`src/rtl/text_console_writer.sv`:
```
// text_console_writer
//   Bus initiator that turns a stream of character bytes into writes to the
//   COLS x ROWS text buffer owned by the video block. Keeps a cursor, handles
//   CR / LF / BS / FF, and scrolls the screen up one row by copying the buffer
//   over the same bus when the cursor runs off the bottom.
//
// Ports
//   clk_25mhz, rst_i        clock, asynchronous active-low reset
//   ch_i, ch_valid_i        character byte in, valid
//   ch_ready_o              high in IDLE; a byte is taken on valid & ready
//   adr_o, dat_o, sel_o,
//   we_o, stb_o             bus request (byte address, replicated write data,
//                           one-hot lane select, write enable, strobe)
//   ack_i, dat_i            bus acknowledge, registered read data
//   busy_o                  high whenever the FSM is not in IDLE
//   cur_col_o, cur_row_o    registered cursor position
//
// state   | meaning
// --------+-----------------------------------------------------------
// IDLE    | waiting for a byte; control codes that touch only the cursor
//         | are handled here in one cycle
// PUT     | writing the accepted character at the cursor
// ADV     | moving the cursor after a character write (may wrap/scroll)
// SCR_RD  | scroll: reading source cell ptr
// SCR_CAP | scroll: capturing the read byte (responder registers data)
// SCR_WR  | scroll: writing captured byte one row up (ptr - COLS)
// CLR     | scroll: blanking the last row
// HOME    | form feed: blanking the whole screen, then cursor to (0,0)

module text_console_writer #(
  parameter int unsigned COLS  = 80,
  parameter int unsigned ROWS  = 60,
  parameter logic [7:0]  BLANK = 8'h20
) (
  input  logic        clk_25mhz,
  input  logic        rst_i,
  input  logic [7:0]  ch_i,
  input  logic        ch_valid_i,
  output logic        ch_ready_o,
  output logic [12:0] adr_o,
  output logic [31:0] dat_o,
  output logic [3:0]  sel_o,
  output logic        we_o,
  output logic        stb_o,
  input  logic        ack_i,
  input  logic [31:0] dat_i,
  output logic        busy_o,
  output logic [6:0]  cur_col_o,
  output logic [5:0]  cur_row_o
);

  localparam logic [12:0] COLS_A   = 13'(COLS);
  localparam logic [12:0] LAST     = 13'(COLS * ROWS - 1);
  localparam logic [12:0] CLR_BASE = 13'((ROWS - 1) * COLS);
  localparam logic [6:0]  COL_MAX  = 7'(COLS - 1);
  localparam logic [5:0]  ROW_MAX  = 6'(ROWS - 1);

  typedef enum logic [2:0] {
    IDLE, PUT, ADV, SCR_RD, SCR_CAP, SCR_WR, CLR, HOME
  } state_t;

  state_t      state, state_nxt;
  logic [6:0]  col, col_nxt;
  logic [5:0]  row, row_nxt;
  logic [12:0] ptr, ptr_nxt;
  logic [7:0]  data_q, data_nxt;
  logic [12:0] cur_adr;
  logic [7:0]  rd_byte;

  // row*COLS + col; for COLS=80 this is row*64 + row*16 + col
  assign cur_adr = 13'(row) * COLS_A + 13'(col);

  always_ff @(posedge clk_25mhz or negedge rst_i) begin
    if (!rst_i) begin
      state  <= IDLE;
      col    <= '0;
      row    <= '0;
      ptr    <= '0;
      data_q <= '0;
    end else begin
      state  <= state_nxt;
      col    <= col_nxt;
      row    <= row_nxt;
      ptr    <= ptr_nxt;
      data_q <= data_nxt;
    end
  end

  always_comb begin
    state_nxt  = state;
    col_nxt    = col;
    row_nxt    = row;
    ptr_nxt    = ptr;
    data_nxt   = data_q;
    stb_o      = 1'b0;
    we_o       = 1'b0;
    adr_o      = '0;
    sel_o      = '0;
    rd_byte    = '0;
    ch_ready_o = (state == IDLE);
    busy_o     = (state != IDLE);

    // bus request is a pure function of registered state, so it is stable
    // for the whole strobe and drops the instant reset clears the state
    unique case (state)
      PUT:             begin stb_o = 1'b1; we_o = 1'b1; adr_o = cur_adr; end
      SCR_RD:          begin stb_o = 1'b1; adr_o = ptr; end
      SCR_CAP:         adr_o = ptr;
      SCR_WR:          begin stb_o = 1'b1; we_o = 1'b1; adr_o = ptr - COLS_A; end
      CLR, HOME:       begin stb_o = 1'b1; we_o = 1'b1; adr_o = ptr; end
      default:         adr_o = '0;
    endcase

    if (stb_o) sel_o = 4'b0001 << adr_o[1:0];
    dat_o = (state == CLR || state == HOME) ? {4{BLANK}} : {4{data_q}};

    unique case (adr_o[1:0])
      2'd0: rd_byte = dat_i[7:0];
      2'd1: rd_byte = dat_i[15:8];
      2'd2: rd_byte = dat_i[23:16];
      default: rd_byte = dat_i[31:24];
    endcase

    unique case (state)
      IDLE: begin
        if (ch_valid_i) begin
          unique case (ch_i)
            8'h0D: col_nxt = '0;
            8'h0A: begin
              col_nxt = '0;
              if (row < ROW_MAX) begin
                row_nxt = row + 6'd1;
              end else begin
                state_nxt = SCR_RD;
                ptr_nxt   = COLS_A;
              end
            end
            8'h08: if (col != '0) col_nxt = col - 7'd1;
            8'h0C: begin
              state_nxt = HOME;
              ptr_nxt   = '0;
            end
            default: begin
              data_nxt  = ch_i;
              state_nxt = PUT;
            end
          endcase
        end
      end
      PUT: if (ack_i) state_nxt = ADV;
      ADV: begin
        if (col < COL_MAX) begin
          col_nxt   = col + 7'd1;
          state_nxt = IDLE;
        end else begin
          col_nxt = '0;
          if (row < ROW_MAX) begin
            row_nxt   = row + 6'd1;
            state_nxt = IDLE;
          end else begin
            state_nxt = SCR_RD;
            ptr_nxt   = COLS_A;
          end
        end
      end
      SCR_RD: if (ack_i) state_nxt = SCR_CAP;
      SCR_CAP: begin
        data_nxt  = rd_byte;
        state_nxt = SCR_WR;
      end
      SCR_WR: begin
        if (ack_i) begin
          if (ptr == LAST) begin
            state_nxt = CLR;
            ptr_nxt   = CLR_BASE;
          end else begin
            state_nxt = SCR_RD;
            ptr_nxt   = ptr + 13'd1;
          end
        end
      end
      CLR: begin
        if (ack_i) begin
          if (ptr == LAST) state_nxt = IDLE;
          else             ptr_nxt   = ptr + 13'd1;
        end
      end
      HOME: begin
        if (ack_i) begin
          if (ptr == LAST) begin
            state_nxt = IDLE;
            col_nxt   = '0;
            row_nxt   = '0;
          end else begin
            ptr_nxt = ptr + 13'd1;
          end
        end
      end
      default: state_nxt = IDLE;
    endcase
  end

  assign cur_col_o = col;
  assign cur_row_o = row;

endmodule
```
`config.mk`:
```
export PLATFORM = sky130hd
export DESIGN_NAME = text_console_writer
export DESIGN_NICKNAME = d
export VERILOG_FILES = /design/src/rtl/text_console_writer.sv
export SDC_FILE = /design/constraint.sdc
export NUM_CORES = 1
export LEC_CHECK = 0
export BUFFER_PORTS_ARGS = -buffer_cell sky130_fd_sc_hd__buf_2
export CAP_MARGIN = 10
export CORE_MARGIN = 2
export CORE_UTILIZATION = 30
export CTS_BUF_LIST = sky130_fd_sc_hd__clkbuf_8
export DETAILED_ROUTE_END_ITERATION = 10
export MAX_ROUTING_LAYER = met4
export RECOVER_POWER = 100
export SLEW_MARGIN = 25
export SYNTH_ARGS = -nofsm -noshare
export SYNTH_HDL_FRONTEND = slang
export SYNTH_SLANG_ARGS = --single-unit
```
`constraint.sdc`:
```
create_clock -name clk_25mhz -period 7.7 [get_ports clk_25mhz]
set_clock_uncertainty 0.1 [all_clocks]
set_input_delay 0.77 -clock clk_25mhz [delete_from_list [all_inputs] [get_ports clk_25mhz]]
set_output_delay 0.77 -clock clk_25mhz [all_outputs]
set_load 0.005 [all_outputs]
```
## Yosys cells after proc, flatten, opt, wreduce, memory -nomap -nowiden

Index checks and enable logic that the tools add are counted.

| word-level totals | value |
|---|---|
| input bits | 44 |
| output and inout port bits | 66 |
| word-level logic and storage cells | 110 |
| flip-flop bits (word level) | 37 |

| cells by class | value |
|---|---|
| equality and inequality tests | 31 |
| $add $sub $neg | 6 |
| $lt $le $gt $ge | 2 |
| shifts and indexed selects | 1 |
| reductions and logical operators | 20 |
| muxes and demuxes | 44 |
| multiply operators | 1 |

Operator list:

| operator | number |
|---|---|
| $mux W13 | 7 |
| $pmux W13 S4 | 1 |
| $pmux W13 S3 | 1 |
| $mux W6 | 6 |
| $mux W7 | 5 |
| $eq A8 B4 Y1 const B | 4 |
| $mux W32 | 1 |
| $pmux W13 S2 | 1 |
| $mux W3 | 8 |
| $pmux W8 S3 | 1 |
| $pmux W3 S7 | 1 |
| $pmux W7 S3 | 1 |
| $ne A2 B2 Y1 const B | 9 |
| $pmux W6 S3 | 1 |
| $mux W8 | 2 |
| $pmux W8 S2 | 1 |
| $pmux W7 S2 | 1 |
| $add A13 B1 Y13 const B | 1 |
| $add A13 B7 Y13 | 1 |
| $eq A13 B13 Y1 const B | 1 |
| $sub A13 B7 Y13 const B | 1 |
| $eq A3 B3 Y1 const B | 4 |
| $reduce_and A6 Y1 | 2 |
| $reduce_or A4 Y1 | 3 |
| 31 further kinds | 41 |

## Longest topological paths before layout

Gate-level depths: netlist of run 1.

| logic depth | value |
|---|---|
| word-level depth | 6 |
| depth in mapped cells | 8 |
| gate-level depth less buffers | 8 |

## Worst setup path after synthesis of run 1

Ideal clock, no wire load.

| timing path | value |
|---|---|
| path type | register -> output |
| from | register row[1], in the netlist cur_row_o[1] |
| to | output port adr_o[9] |
| required time | 6830 ps |
| buffers on the path | 0 |
| path slack | 4662 ps |
| cell stages (with the launch flop) | 8 |
| arrival time | 2168 ps |
| cell sequence | dfrtp_1 > ha_1 > ha_1 > fa_1 > nand2_1 > nor3_1 > nor2_1 > a221o_1 |

| between the ends | value |
|---|---|
| word-level cells in the longest chain between the ends | 3 |

RTL lines:

| what | line | RTL |
|---|---|---|
| start: declaration | 64 | `logic [5:0] row, row_nxt;` |
| start signal: assignment | 83 | `row <= row_nxt;` |
| $mul A6 B3 Y9 | 71 | `assign cur_adr = 13'(row) * COLS_A + 13'(col);` |
| $add A13 B7 Y13 | 71 |  |
| $pmux W13 S3 | 105 | `unique case (state)` |
| end: declaration | 40 | `output logic [12:0] adr_o,` |

No other way between the ends.

## Final worst setup path of run 1

| timing path | value |
|---|---|
| from | register state[1] |
| to | output port sel_o[2] |

| between the ends | value |
|---|---|
| word-level cells in the longest chain between the ends | 5 |
| elaborated cells on any way between the ends | 12 |
| those cells by class | eq/ne: 6; shift: 1; mux: 3; reduce/logical: 2 |

RTL lines:

| what | line | RTL |
|---|---|---|
| start: declaration | 62 | `state_t state, state_nxt;` |
| start signal: assignment | 81 | `state <= state_nxt;` |
| $eq A3 B3 Y1 or $eq A3 B2 Y1 (tied branches) | 105 |  |
| $reduce_or A4 Y1 (no source line) | -- |  |
| $pmux W13 S3 | 105 |  |
| $shl A1 B2 Y4 | 114 | `if (stb_o) sel_o = 4'b0001 << adr_o[1:0];` |
| $mux W4 (*) | 114 |  |
| end: declaration | 42 | `output logic [3:0] sel_o,` |

Mark *: on every way between the ends. The rest lies on a longest branch, timed or not.

==> results of run 1 <==
[critical path, stage by stage, from the launching register on]
cell	delay, ns
dfrtp_1	1.13
nor4bb_1	0.18
nor3_1	1.44
inv_1	0.58
nor3_1	0.31
clkbuf_1	0.14
[registers in the layout, summed over array words and instances (netlist names)]
| signal | cells |
|---|---|
| ptr | 13 |
| data_q | 8 |
| cur_col_o | 7 |
| cur_row_o | 6 |
| state | 3 |
[layer usage]
layer	wire [µm]	up-vias
met5	0	-
met4	116	0
met3	778	16
met2	6610	206
met1	5610	2124
li1	-	2081
[cell usage after synthesis (4+ instances only)]
library cell | count | share of area (%)
o22a_1 | 7 | 1.5
clkbuf_1 | 24 | 2.2
a221oi_1 | 6 | 1.3
nor3b_1 | 5 | 0.92
inv_1 | 21 | 1.9
mux2i_1 | 6 | 1.5
a31oi_1 | 10 | 1.5
xnor2_1 | 7 | 1.5
and2_1 | 11 | 1.7
nor3_1 | 14 | 1.7
nand2_1 | 50 | 4.6
nor2b_1 | 4 | 0.61
nand4_1 | 5 | 0.77
ha_1 | 18 | 5.5
o31ai_1 | 22 | 4.0
buf_2 | 6 | 0.74
mux2_2 | 7 | 1.9
o211ai_1 | 7 | 1.3
and4_1 | 4 | 0.86
o22ai_1 | 6 | 0.92
and3_1 | 8 | 1.2
nand2b_1 | 5 | 0.77
nor4_1 | 9 | 1.4
o21ai_0 | 27 | 3.3
buf_1 | 4 | 0.37
nor2_1 | 29 | 2.7
nand3_1 | 17 | 2.1
buf_4 | 24 | 4.4
dfrtp_1 | 37 | 23
a21oi_1 | 24 | 2.9
a21o_1 | 6 | 1.1
a22oi_1 | 12 | 2.2
xor2_1 | 5 | 1.1
[worst paths after layout]
kind	start	endpoint	slack [ns]	depth (start not counted)
setup / recovery	state[1]	sel_o[2]	2.75	5
hold / removal	data_q[2]	data_q[2]	0.41	1
setup reg to reg	state[1]	data_q[0]	3.51	6
hold reg to reg	data_q[2]	data_q[2]	0.41	1
max in group asynchronous	rst_i	data_q[4]	5.25	1
min in group asynchronous	rst_i	cur_col_o[1]	1.00	1
[area by class of cell]
class,instances,area (µm²)
fillers,1413,8730
repair buffers,112,512
clock buffers,6,82.6
inverters,23,86.3
clock inverters,1,3.75
well taps,176,220
flip-flops and latches,37,926
multi-input cells,403,2740
[cells by family (layout without fill, tap and decap cells)]
group	Yosys count	in the layout	share of synthesized area [%]
adder cells (fa/ha/maj)	20	20	6.49
XOR/XNOR	12	12	2.57
buffers and inverters	82	142	10.1
AO/OA/AOI/OAI	175	175	30.4
AND/OR/NAND/NOR	182	182	23.8
multiplexers	14	14	3.95
flip-flops	37	37	22.7
[cells in the final DEF, fill, tap and decap left out, types with 4 or more instances in the layout]
master	n
and4_1	4
dfrtp_1	37
and2_0	7
and3_1	8
o21ai_0	29
nor2b_1	4
nand4_1	5
o31ai_1	22
nor2_1	29
o22a_1	7
clkbuf_8	6
o211ai_1	7
a21oi_1	25
xor2_1	5
clkbuf_1	44
a21o_1	6
xnor2_1	7
nor4_1	9
nor3_1	15
ha_1	18
buf_2	60
clkbuf_2	4
a22oi_1	12
mux2_2	7
and2_1	4
mux2i_1	6
nand3_1	17
nand2_1	50
nor3b_1	5
inv_1	22
a31oi_1	10
a221oi_1	6
nand2b_1	5
o22ai_1	6
[power by group]
part	internal, mW	switching (mW)
sequential	0.250	0.0997
combinational	0.370	0.579
clock	0.0698	0.0711
[per-stage QoR]
step           power [mW]  hold slack, ns
2_1_floorplan        1.07           0.373
3_3_place_gp         1.29           0.387
3_5_place_dp         1.31           0.390
4_1_cts              1.46           0.413
5_1_grt              1.56           0.433
6_report             1.44           0.411
==> flow_metrics.tcl, run 1 <==
set metrics [dict create \
    outcome "finished, violations left" \
    violations "max-capacitance violations, max-slew violations" \
    clock_sinks 37 \
    dieArea_um2 14600 \
    fmax_mhz 202 \
    slew_viol_final 54 \
    dp_slack_ns 3.89 \
    slew_headroom_pct -44.7 \
    gr-total-overflow 0 \
    ys_seq_area_share_pct 22.7 \
    p_per_area_nw_per_um2 315 \
    rsz0062_at_grt "no" \
    antenna_found_initial 0 \
    drt-pass1-iter-count 5 \
    finalSetupViolCount 0 \
    start_kind "flop" \
    synth_seq_cells 37 \
    cts_tree "built" \
    die_h_um 121 \
    maxCapViolCount 2 \
    end_kind "output pin" \
    fp.dieW_um 121 \
    area_growth_pct 11.8 \
    cts_buffer_depth 2 \
    drive_above_1_share_pct 16.2 \
    core-area_um2 13300 \
    io_pins 110 \
    gp_congestion 0.911 \
    hold_class "reg2reg" \
    layout_setup_ws_ns 2.75 \
    initialDrtViolationCount 337 \
    cts.htree.levels 2 \
    insertion_delay_ns 0.30 \
    crit_type "reg2out" \
    num_rows 42 \
    wl_um 13100 \
    yosysWarnings 0 \
    ir_drop_mv 0.143 \
    drc 0 \
    synth_cells 522 \
    grt_max_degree 40 \
    synth-edff-count 0 \
    ys_types 77 \
    diodes 0 \
    cts_made_buffers 5 \
    synthArstFlopShare_pct 100 \
    ant_nets 0 \
    finalHoldViolations 0 \
    worst_slew_pin_slew_ns 2.17 \
    hold_buffers 0 \
    grtUsageTotal_pct 17.8 \
    path_max_fanout 39 \
    fin_area_um2 4570 \
    port-buffer-count 109 \
    final_nets 646 \
    met1_usage_pct 23.5 \
    via_count 4427 \
    initial_core_util_pct 30.7 \
    netlist_area_um2 4090 \
    path_clk_slew_ns 0.07 \
    syn_nets 586 \
    final_util_pct 34.4 \
    place_hpwl_um 9910 \
    period_minus_slack_ns 4.95 \
    cts_root_buf "clkbuf_8" \
    detail_route.wl_per_cell_um 17.3 \
    vias_per_cell 5.84 \
    grtUsageMet3_pct 1.46 \
    place_inst 751 \
    use_met2_pct 29.8 \
    fin_cells 758 \
    grt_pass1_vias 4090 \
    synth_ff_type "dfrtp_1" \
    leakagePower_nw 1.96 \
    grt_pass1_wl_um 20900 \
    period_share_pct 64.3 \
    grt.busiest_layer "met2" \
    worstPathRequired_ns 6.83 \
    dpl_cell_area_um2 4550 \
    post-cts-setup-buffers 0 \
    avgSynthCellArea_um2 7.83 \
    postCtsResizedCells 0 \
    tns_ns 0 \
    cp_data_arrival_time_ns 4.08 \
]
(Power assumes the default switching activity.)
==> inputs of run 2 (changes only) <==
==> constraint.sdc (replaced) <==
create_clock -name clk_25mhz -period 5.1 [get_ports clk_25mhz]
set_clock_uncertainty 0.1 [all_clocks]
set_input_delay 0.51 -clock clk_25mhz [delete_from_list [all_inputs] [get_ports clk_25mhz]]
set_output_delay 0.51 -clock clk_25mhz [all_outputs]
set_load 0.005 [all_outputs]
==> flow_metrics.tcl, run 2 (synthesis gave the netlist of run 1 again) <==
set metrics [dict create \
    outcome "finished, violations left" \
    violations "max-capacitance violations, max-slew violations" \
    dieArea_um2 14600 \
    final_util_pct 34.4 \
    crit_type "reg2out" \
    clock_sinks 37 \
    grt_pass1_vias 4102 \
    rsz0062_at_grt "no" \
    grtUsageTotal_pct 18.0 \
    largest_reg_flops 13 \
    die_h_um 121 \
    drt-pass1-iter-count 7 \
    tns_ns 0 \
    cts_made_buffers 5 \
    vias_per_cell 5.75 \
    worst_slew_pin_slew_ns 2.15 \
    fp.dieW_um 121 \
    worstPathRequired_ns 4.49 \
    gp_congestion 0.909 \
    cts_root_buf "clkbuf_8" \
    grt_pass1_wl_um 21200 \
    period_share_pct 76.9 \
    postCtsResizedCells 0 \
    fin_cells 759 \
    gr-total-overflow 0 \
    start_kind "flop" \
    period_minus_slack_ns 3.92 \
    place_inst 752 \
    insertion_delay_ns 0.29 \
    initialDrtViolationCount 364 \
    dr_wl_met2_um 6640 \
    diodes 0 \
    slew_viol_final 38 \
    final_common_cell "buf_2" \
    via_count 4363 \
    area_growth_pct 11.9 \
    core-area_um2 13300 \
    antenna_found_initial 0 \
    hold_buffers 0 \
    hold_class "reg2reg" \
    maxCapViolCount 1 \
    wl_met1_um 5700 \
    finalSetupViolCount 0 \
    slew_headroom_pct -43.4 \
    grt_max_degree 38 \
    regMostFlops "ptr" \
    initial_core_util_pct 30.7 \
    ir_drop_mv 0.154 \
    cts_buffer_depth 2 \
    place_hpwl_um 9950 \
    final_cell_mix "64 x buf_2, 50 x nand2_1, 44 x clkbuf_1" \
    final_nets 647 \
    path_max_fanout 21 \
    wl_um 13100 \
    io_pins 110 \
    num_rows 42 \
    drc 0 \
    leakagePower_nw 1.97 \
    post-cts-setup-buffers 0 \
    wl_met3_um 570 \
    top_layer "met4" \
    drive_above_1_share_pct 16.5 \
    detail_route.wl_per_cell_um 17.2 \
    ant_nets 0 \
    cts.htree.levels 2 \
    p_per_area_nw_per_um2 475 \
    end_kind "output pin" \
    fmax_mhz 255 \
    path_clk_slew_ns 0.08 \
    port-buffer-count 109 \
    cp_data_arrival_time_ns 3.31 \
    cts_tree "built" \
    finalHoldViolations 0 \
]
run 2: worst max-delay path, cell delays in order (launching register included):
cell	delay [ns]
dfrtp_1	0.78
clkbuf_1	0.62
clkinv_1	0.48
a2111o_1	0.51
o31ai_1	0.24
o21ai_0	0.11
o211ai_1	0.14
buf_2	0.14
run 2: path summary, 6_finish.rpt:
path | from | end | slack, ns | depth (start not counted)
max | state[2] | adr_o[12] | 1.18 | 7
min | data_q[5] | data_q[5] | 0.40 | 1
max reg2reg | state[1] | cur_col_o[6] | 1.24 | 6
min reg2reg | data_q[5] | data_q[5] | 0.40 | 1
max in group asynchronous | rst_i | ptr[3] | 2.93 | 1
min in group asynchronous | rst_i | data_q[6] | 0.75 | 1
run 2: per-layer routing:
| metal | GRT usage (%) | up-vias |
|---|---|---|
| met4 | 4.22 | 0 |
| met5 | - | - |
| met3 | 1.75 | 16 |
| met1 | 24.5 | 2118 |
| li1 | - | 2070 |
| met2 | 29.1 | 159 |
run 2: where the power goes:
group	leakage [nW]	internal (mW)	switching, mW
sequential	0.474	0.377	0.174
combinational	1.45	0.557	0.850
clock	0.0485	0.105	0.106
run 2: through the flow:
stage               area [µm²]  hold WS, ns  total power [mW]  worst slack (ns)
finish                    4570        0.403              2.17              1.18
floorplan                 4090        0.114              1.62              2.32
CTS                       4640        0.288              2.21              1.71
global route              4570        0.434              2.38             0.934
detailed placement        4550        0.392              1.99              2.02
global placement          4550        0.386              1.97              2.02
run 2: final cells by class:
| cell class | instances | area [µm²] |
|---|---|---|
| multi-input cells | 403 | 2740 |
| well taps | 176 | 220 |
| fillers | 1414 | 8730 |
| clock buffers | 6 | 82.6 |
| flip-flops and latches | 37 | 926 |
| inverters | 23 | 86.3 |
| clock inverters | 1 | 3.75 |
| repair buffers | 113 | 513 |
